File: config.mk
export PLATFORM = sky130hd
export DESIGN_NAME = button_debouncer
export DESIGN_NICKNAME = d
export VERILOG_FILES = /design/src/rtl/button_debouncer.sv
export SDC_FILE = /design/constraint.sdc
export NUM_CORES = 1
export LEC_CHECK = 0
export ABC_CLOCK_PERIOD_IN_PS = 1600
export BUFFER_PORTS_ARGS = -buffer_cell sky130_fd_sc_hd__buf_4
export CAP_MARGIN = 20
export CELL_PAD_IN_SITES_DETAIL_PLACEMENT = 1
export CELL_PAD_IN_SITES_GLOBAL_PLACEMENT = 1
export CORE_MARGIN = 1.5
export CORE_UTILIZATION = 39
export DETAILED_ROUTE_END_ITERATION = 12
export GPL_TIMING_DRIVEN = 0
export PLACE_DENSITY = 0.75
export SYNTH_ARGS = -nofsm -noshare
export SYNTH_HDL_FRONTEND = slang
export SYNTH_SLANG_ARGS = --single-unit
File: constraint.sdc
create_clock -name clock -period 1.6 [get_ports clock]
set_input_delay 0.16 -clock clock [delete_from_list [all_inputs] [get_ports clock]]
set_output_delay 0.16 -clock clock [all_outputs]
set_load 0.02 [all_outputs]
File: src/rtl/button_debouncer.sv
// rtl/button_debouncer.sv - two-flop-synchronised push-button debouncer (optional DEBOUNCE_BOUNCE_CNT_EN bounce counter)
module button_debouncer #(
    parameter int SYNC_STAGES   = 2,
    parameter int STABLE_CYCLES = 4,
    parameter int CNT_W         = 8
) (
    input  logic       clock,
    input  logic       reset,
    input  logic       in,
`ifdef DEBOUNCE_BOUNCE_CNT_EN
    output logic [7:0] bounce_count,
`endif
    output logic       out
);

    typedef enum logic [1:0] {
        IDLE_LOW   = 2'd0,
        CHECK_HIGH = 2'd1,
        IDLE_HIGH  = 2'd2,
        CHECK_LOW  = 2'd3
    } state_t;

    localparam logic [CNT_W-1:0] CNT_LAST = CNT_W'(STABLE_CYCLES - 1);
    localparam logic [CNT_W-1:0] CNT_ONE  = CNT_W'(1);

    logic [SYNC_STAGES-1:0] sync_q;
    logic                   sync_bit;
    state_t                 state_q;
    logic [CNT_W-1:0]       cnt_q;
    logic                   out_q;
    logic                   abort;

    always_ff @(posedge clock) begin
        if (reset) begin
            sync_q <= '0;
        end else begin
            sync_q <= {sync_q[SYNC_STAGES-2:0], in};
        end
    end

    assign sync_bit = sync_q[SYNC_STAGES-1];

    // A sample opposite to the level being qualified ends the qualification.
    assign abort = ((state_q == CHECK_HIGH) && !sync_bit) ||
                   ((state_q == CHECK_LOW)  &&  sync_bit);

    always_ff @(posedge clock) begin
        if (reset) begin
            state_q <= IDLE_LOW;
            cnt_q   <= '0;
            out_q   <= 1'b0;
        end else begin
            case (state_q)
                IDLE_LOW: begin
                    if (sync_bit) begin
                        state_q <= CHECK_HIGH;
                        cnt_q   <= CNT_ONE;
                    end else begin
                        cnt_q   <= '0;
                    end
                end
                CHECK_HIGH: begin
                    if (!sync_bit) begin
                        state_q <= IDLE_LOW;
                        cnt_q   <= '0;
                    end else if (cnt_q == CNT_LAST) begin
                        state_q <= IDLE_HIGH;
                        cnt_q   <= '0;
                        out_q   <= 1'b1;
                    end else begin
                        cnt_q   <= cnt_q + CNT_ONE;
                    end
                end
                IDLE_HIGH: begin
                    if (!sync_bit) begin
                        state_q <= CHECK_LOW;
                        cnt_q   <= CNT_ONE;
                    end
                end
                CHECK_LOW: begin
                    if (sync_bit) begin
                        state_q <= IDLE_HIGH;
                        cnt_q   <= '0;
                    end else if (cnt_q == CNT_LAST) begin
                        state_q <= IDLE_LOW;
                        cnt_q   <= '0;
                        out_q   <= 1'b0;
                    end else begin
                        cnt_q   <= cnt_q + CNT_ONE;
                    end
                end
                default: begin
                    state_q <= IDLE_LOW;
                    cnt_q   <= '0;
                    out_q   <= 1'b0;
                end
            endcase
        end
    end

    assign out = out_q;

`ifdef DEBOUNCE_BOUNCE_CNT_EN
    logic [7:0] bounce_q;

    always_ff @(posedge clock) begin
        if (reset) begin
            bounce_q <= '0;
        end else if (abort && (bounce_q != 8'hFF)) begin
            bounce_q <= bounce_q + 8'd1;
        end
    end

    assign bounce_count = bounce_q;
`else
    logic unused_abort;
    assign unused_abort = abort;
`endif

endmodule

**Word-level counts from Yosys, hierarchy flattened**

Cells that the tools add are included.

- Multiplexer cells: 18
- Equal/unequal tests: 12
- Reduce and logical (&&, ||, !) cells: 4
- Add/sub/neg operators: 1

Operators with widths:

| cell | count |
|---|---|
| 8-bit two-way mux | 4 |
| 8-bit one-hot mux with 4 select lines | 1 |
| 2-bit two-way mux | 6 |
| 8-bit by 1-bit adder with 8-bit output (second input constant) | 1 |
| 8-bit by 2-bit == test with 1-bit output (second input constant) | 1 |
| 2-bit != test (second input constant) | 4 |
| 2-bit one-hot mux with 4 select lines | 1 |
| 3-bit by 2-bit != test with 1-bit output (second input constant) | 2 |
| 1-bit two-way mux | 5 |
| 5-bit AND reduction | 1 |
| 2-bit == test (second input constant) | 2 |
| 2-bit by 1-bit != test with 1-bit output (second input constant) | 2 |
| 4-bit AND reduction | 1 |
| 2-bit by 1-bit == test with 1-bit output (second input constant) | 1 |
| 2-bit zero test | 1 |
| 1-bit one-hot mux with 2 select lines | 1 |
| 2-bit nonzero test | 1 |

- Logic and storage cells: 39
- Input bits: 3
- Register bits: 13

**Depth between registers and ports, before layout**

- Depth in word-level cells: 4
- Mapped depth: 5
- Gate-level depth less buffers: 4

**Worst setup path before layout**

OpenSTA, ideal clock, no wires.

- Kind: reg-to-reg
- Start: register cnt_q[0]
- End: register out_q (netlist: out)
- Arrival: 1673 ps
- Buffers on the path: 0
- Library setup time: 74 ps
- Stages on the path, launching flop included: 5
- Required time: 1526 ps
- Slack: -147 ps
- Cells stage by stage: dfxtp_1 -> ha_1 -> or4bb_1 -> or4_1 -> a31oi_1

- Longest elaborated chain between the ends: 3
- Elaborated cells between the ends (all ways): 4
- Those cells by class: eq/ne (3); reduce/logical (1)

Ends and longest elaborated chain:

| item | line | source |
|---|---|---|
| start: declaration | 29 | `logic [CNT_W-1:0] cnt_q;` |
| start signal: assignment | 71 | `cnt_q <= cnt_q + CNT_ONE;` |
| start signal: assignment | 89 | `cnt_q <= cnt_q + CNT_ONE;` |
| 8-bit by 2-bit == test with 1-bit output * | 66, 84 |  |
| 2-bit by 1-bit != test with 1-bit output (no source line) | - |  |
| 5-bit AND reduction (no source line) * | - |  |
| end signal: assignment | 69 | `out_q <= 1'b1;` |
| end signal: assignment | 87 | `out_q <= 1'b0;` |
| end signal: assignment | 95 | `out_q <= 1'b0;` |
| end: declaration | 30 | `logic out_q;` |

Mark *: on every way between the ends. The rest lies on a longest branch, timed or not.
A chain may end at the register's enable or synchronous reset.

**Worst setup path after layout**

- Start: register cnt_q[6]
- End: register out_q (netlist: out)

Same word-level chain as after synthesis.

==> impl_metrics.tcl <==
set metrics [dict create \
    path_clk_slew_ns 0.08 \
    fin_area_um2 836 \
    irDropWorstVdd_mv 0.393 \
    hold_ws_ns 0.0444 \
    io_pins 4 \
    ys_warn_count 0 \
    final_common_cell "buf_4" \
    p_leak_uw 0.000271 \
    antenna_found_initial 0 \
    power_density_nw_per_um2 686 \
    pwr-share-comb 0.054 \
    worst_ep_required_time_ns 1.81 \
    nNetsFinal 89 \
    final_max_slew_viol_count 0 \
    p_sw_frac 0.238 \
    mostFrequentLayoutCells "9 x buf_4, 5 x o31ai_1, 5 x a221oi_1, 5 x dfxtp_2, 5 x dfxtp_1" \
    min_path_type "input port to flop" \
    pre_cts_slack_ns -0.186 \
    grt_overflow 0 \
    internal_power_uw 437 \
    cp-end-kind "flop" \
    gp_congestion 0.675 \
    synthCells 72 \
    tritoncts "done" \
    gr-usage-met1 0.252 \
    synth_fp_nets 76 \
    place_area_um2 718 \
    clockRootBuffer "clkbuf_4" \
    gr-max-usage-layer "met2" \
    hold_start "reset" \
    start_util 0.429 \
    yosysUniqueCellTypes 29 \
    ys_ff_latch 13 \
    hold_viol_final 0 \
    fin_crit_ns 1.61 \
    power_frac_seq 0.577 \
    critPathMaxFanout 5 \
    r2r_cells 3 \
    cts_buffer_depth 2 \
    cts_buffers 3 \
    met2_usage 0.282 \
    clock_sinks 13 \
    r2r_start "cnt_q[6]" \
    fin_util 0.536 \
    portBuffers 3 \
    rows 14 \
    violations "setup timing" \
    met3_usage 0.0612 \
    slowest_stage "or4_4" \
    ff2ff_setup_slack_ns -0.01 \
    wirelength_mm 1.64 \
    setup_viol 1 \
    p_switching_uw 136 \
    crit_type "flop to flop" \
    antenna_cells 0 \
    final.setup.worst_slack_ns -0.0150 \
    via_per_inst 6.30 \
    vias 630 \
    setup_tns_ns -0.0150 \
    max_stage_delay_ns 0.56 \
    start_kind "flop" \
    firstDrtPassIters 4 \
    die_w_um 44.4 \
    coreArea_um2 1560 \
    grt_max_degree 11 \
    finalClockSkew_ns 0.00430 \
    dpl.hpwl_mm 1.11 \
    drive_gt1_frac 0.369 \
    cap_violations 0 \
    synth_edf_count 0 \
    r2r-end "out" \
    fmax_mhz 619 \
    die_y_um 44.4 \
    syn-cell-area_um2 668 \
    worstHoldPathCells 2 \
    status "finished, violations left" \
    ant_nets 0 \
    cp.arrival_ns 1.83 \
    ys_seq_area_frac 0.390 \
    clkPwrFrac 0.370 \
    grt_use_total 0.191 \
    area_growth_pct 25.1 \
    grt_pass1_wl_mm 2.70 \
    hold_end "sync_q[1]" \
    synth_ff_type "dfxtp_1" \
    post_synth.cell_area_avg_um2 9.28 \
    fin_crit_sh 1.01 \
    cts_htree_levels 1 \
    drc 0 \
    ys_async_sr_fraction 0 \
    grt_setup_unrepaired "true" \
    die_area_um2 1970 \
    grt_pass1_vias 570 \
    slew_headroom 0.679 \
    clock_latency_ns 0.28 \
    wl_per_cell_um 16.4 \
    tightest_slew_ns 0.482 \
    cts_hold_buf 0 \
    drtIter0Drc 5 \
    crit_path_cell_trace "or4_4 -> or4_1 -> a31oi_1" \
]
per-stage QoR:
step	power, uW	std cells
2_1_floorplan	359	72
3_3_place_gp	371	91
3_5_place_dp	372	91
4_1_cts	581	97
5_1_grt	598	100
6_report	573	100
cells in the mapped netlist, types with 2 or more instances:
master    number  area share
o21ai_0        3       0.022
or4_1          5       0.056
nor2b_1        2       0.019
o21ai_1        2       0.015
or3_1          2       0.019
inv_1          4       0.022
nand2b_1       2       0.019
dfxtp_1       13        0.39
nor2_1         2       0.011
o31ai_1        5       0.056
clkbuf_1       3       0.017
nand2_1        4       0.022
nor3_1         2       0.015
a221oi_1       7       0.092
nand3_1        2       0.015
routing by layer:
metal,vias to the layer above,part of all wire
met4,0,0.013
met1,312,0.49
met3,2,0.045
li1,306,-
met5,-,0
met2,10,0.45
power by group through the flow:
stage               combinational, uW  clock (uW)  sequential [uW]
global placement                 30.3           0              341
CTS                              29.3         220              332
detailed placement               31.1           0              341
finish                           30.8         212              331
floorplan                        15.9           0              343
global route                     33.8         233              332
logic make-up after synthesis:
| family | Yosys count | share of synthesized area |
|---|---|---|
| buffers and inverters | 8 | 0.0562 |
| xor gates and xnor gates | 1 | 0.0131 |
| AOI/OAI and AO/OA | 23 | 0.279 |
| adders and majority gates | 1 | 0.0187 |
| and+or+nand+nor | 26 | 0.243 |
| DFF | 13 | 0.390 |
how the worst max path moves through the flow:
stage	start	slack, ns	depth (start not counted)	end
after floorplan	cnt_q[7]	-0.03	4	out
after global placement	sync_q[1]	-0.13	5	cnt_q[4]
after detailed placement	sync_q[1]	-0.19	5	cnt_q[4]
after CTS	cnt_q[2]	-0.05	3	out
after global routing	cnt_q[6]	-0.06	3	out
final	cnt_q[6]	-0.01	3	out
sequential cells by signal, indices dropped and copies added, names as in the netlist, named ones only:
| signal | flops |
|---|---|
| cnt_q | 8 |
| sync_q | 2 |
| state_q | 1 |
| out | 1 |
worst max-delay path, delay by kind of cell (launching register included):
family,cells,cell delay [ns]
simple gates,2,1.04
flops,1,0.34
compound gates,1,0.16
area by class of cell:
class / count / area, um^2
Fill cell: 178 / 723
Multi-Input combinational cell: 51 / 407
Sequential cell: 13 / 278
Timing Repair Buffer: 10 / 78.8
Clock buffer: 4 / 26.3
Tap cell: 16 / 20.0
Inverter: 4 / 15.0
Buffer: 2 / 11.3
timing repair:
item	4_1_cts	5_1_grt
setup endpoints to repair	8	9
pin swaps	5	3
setup buffers	4	3
resized for setup	11	8
No activity file was read; power rests on OpenSTA's default activity.
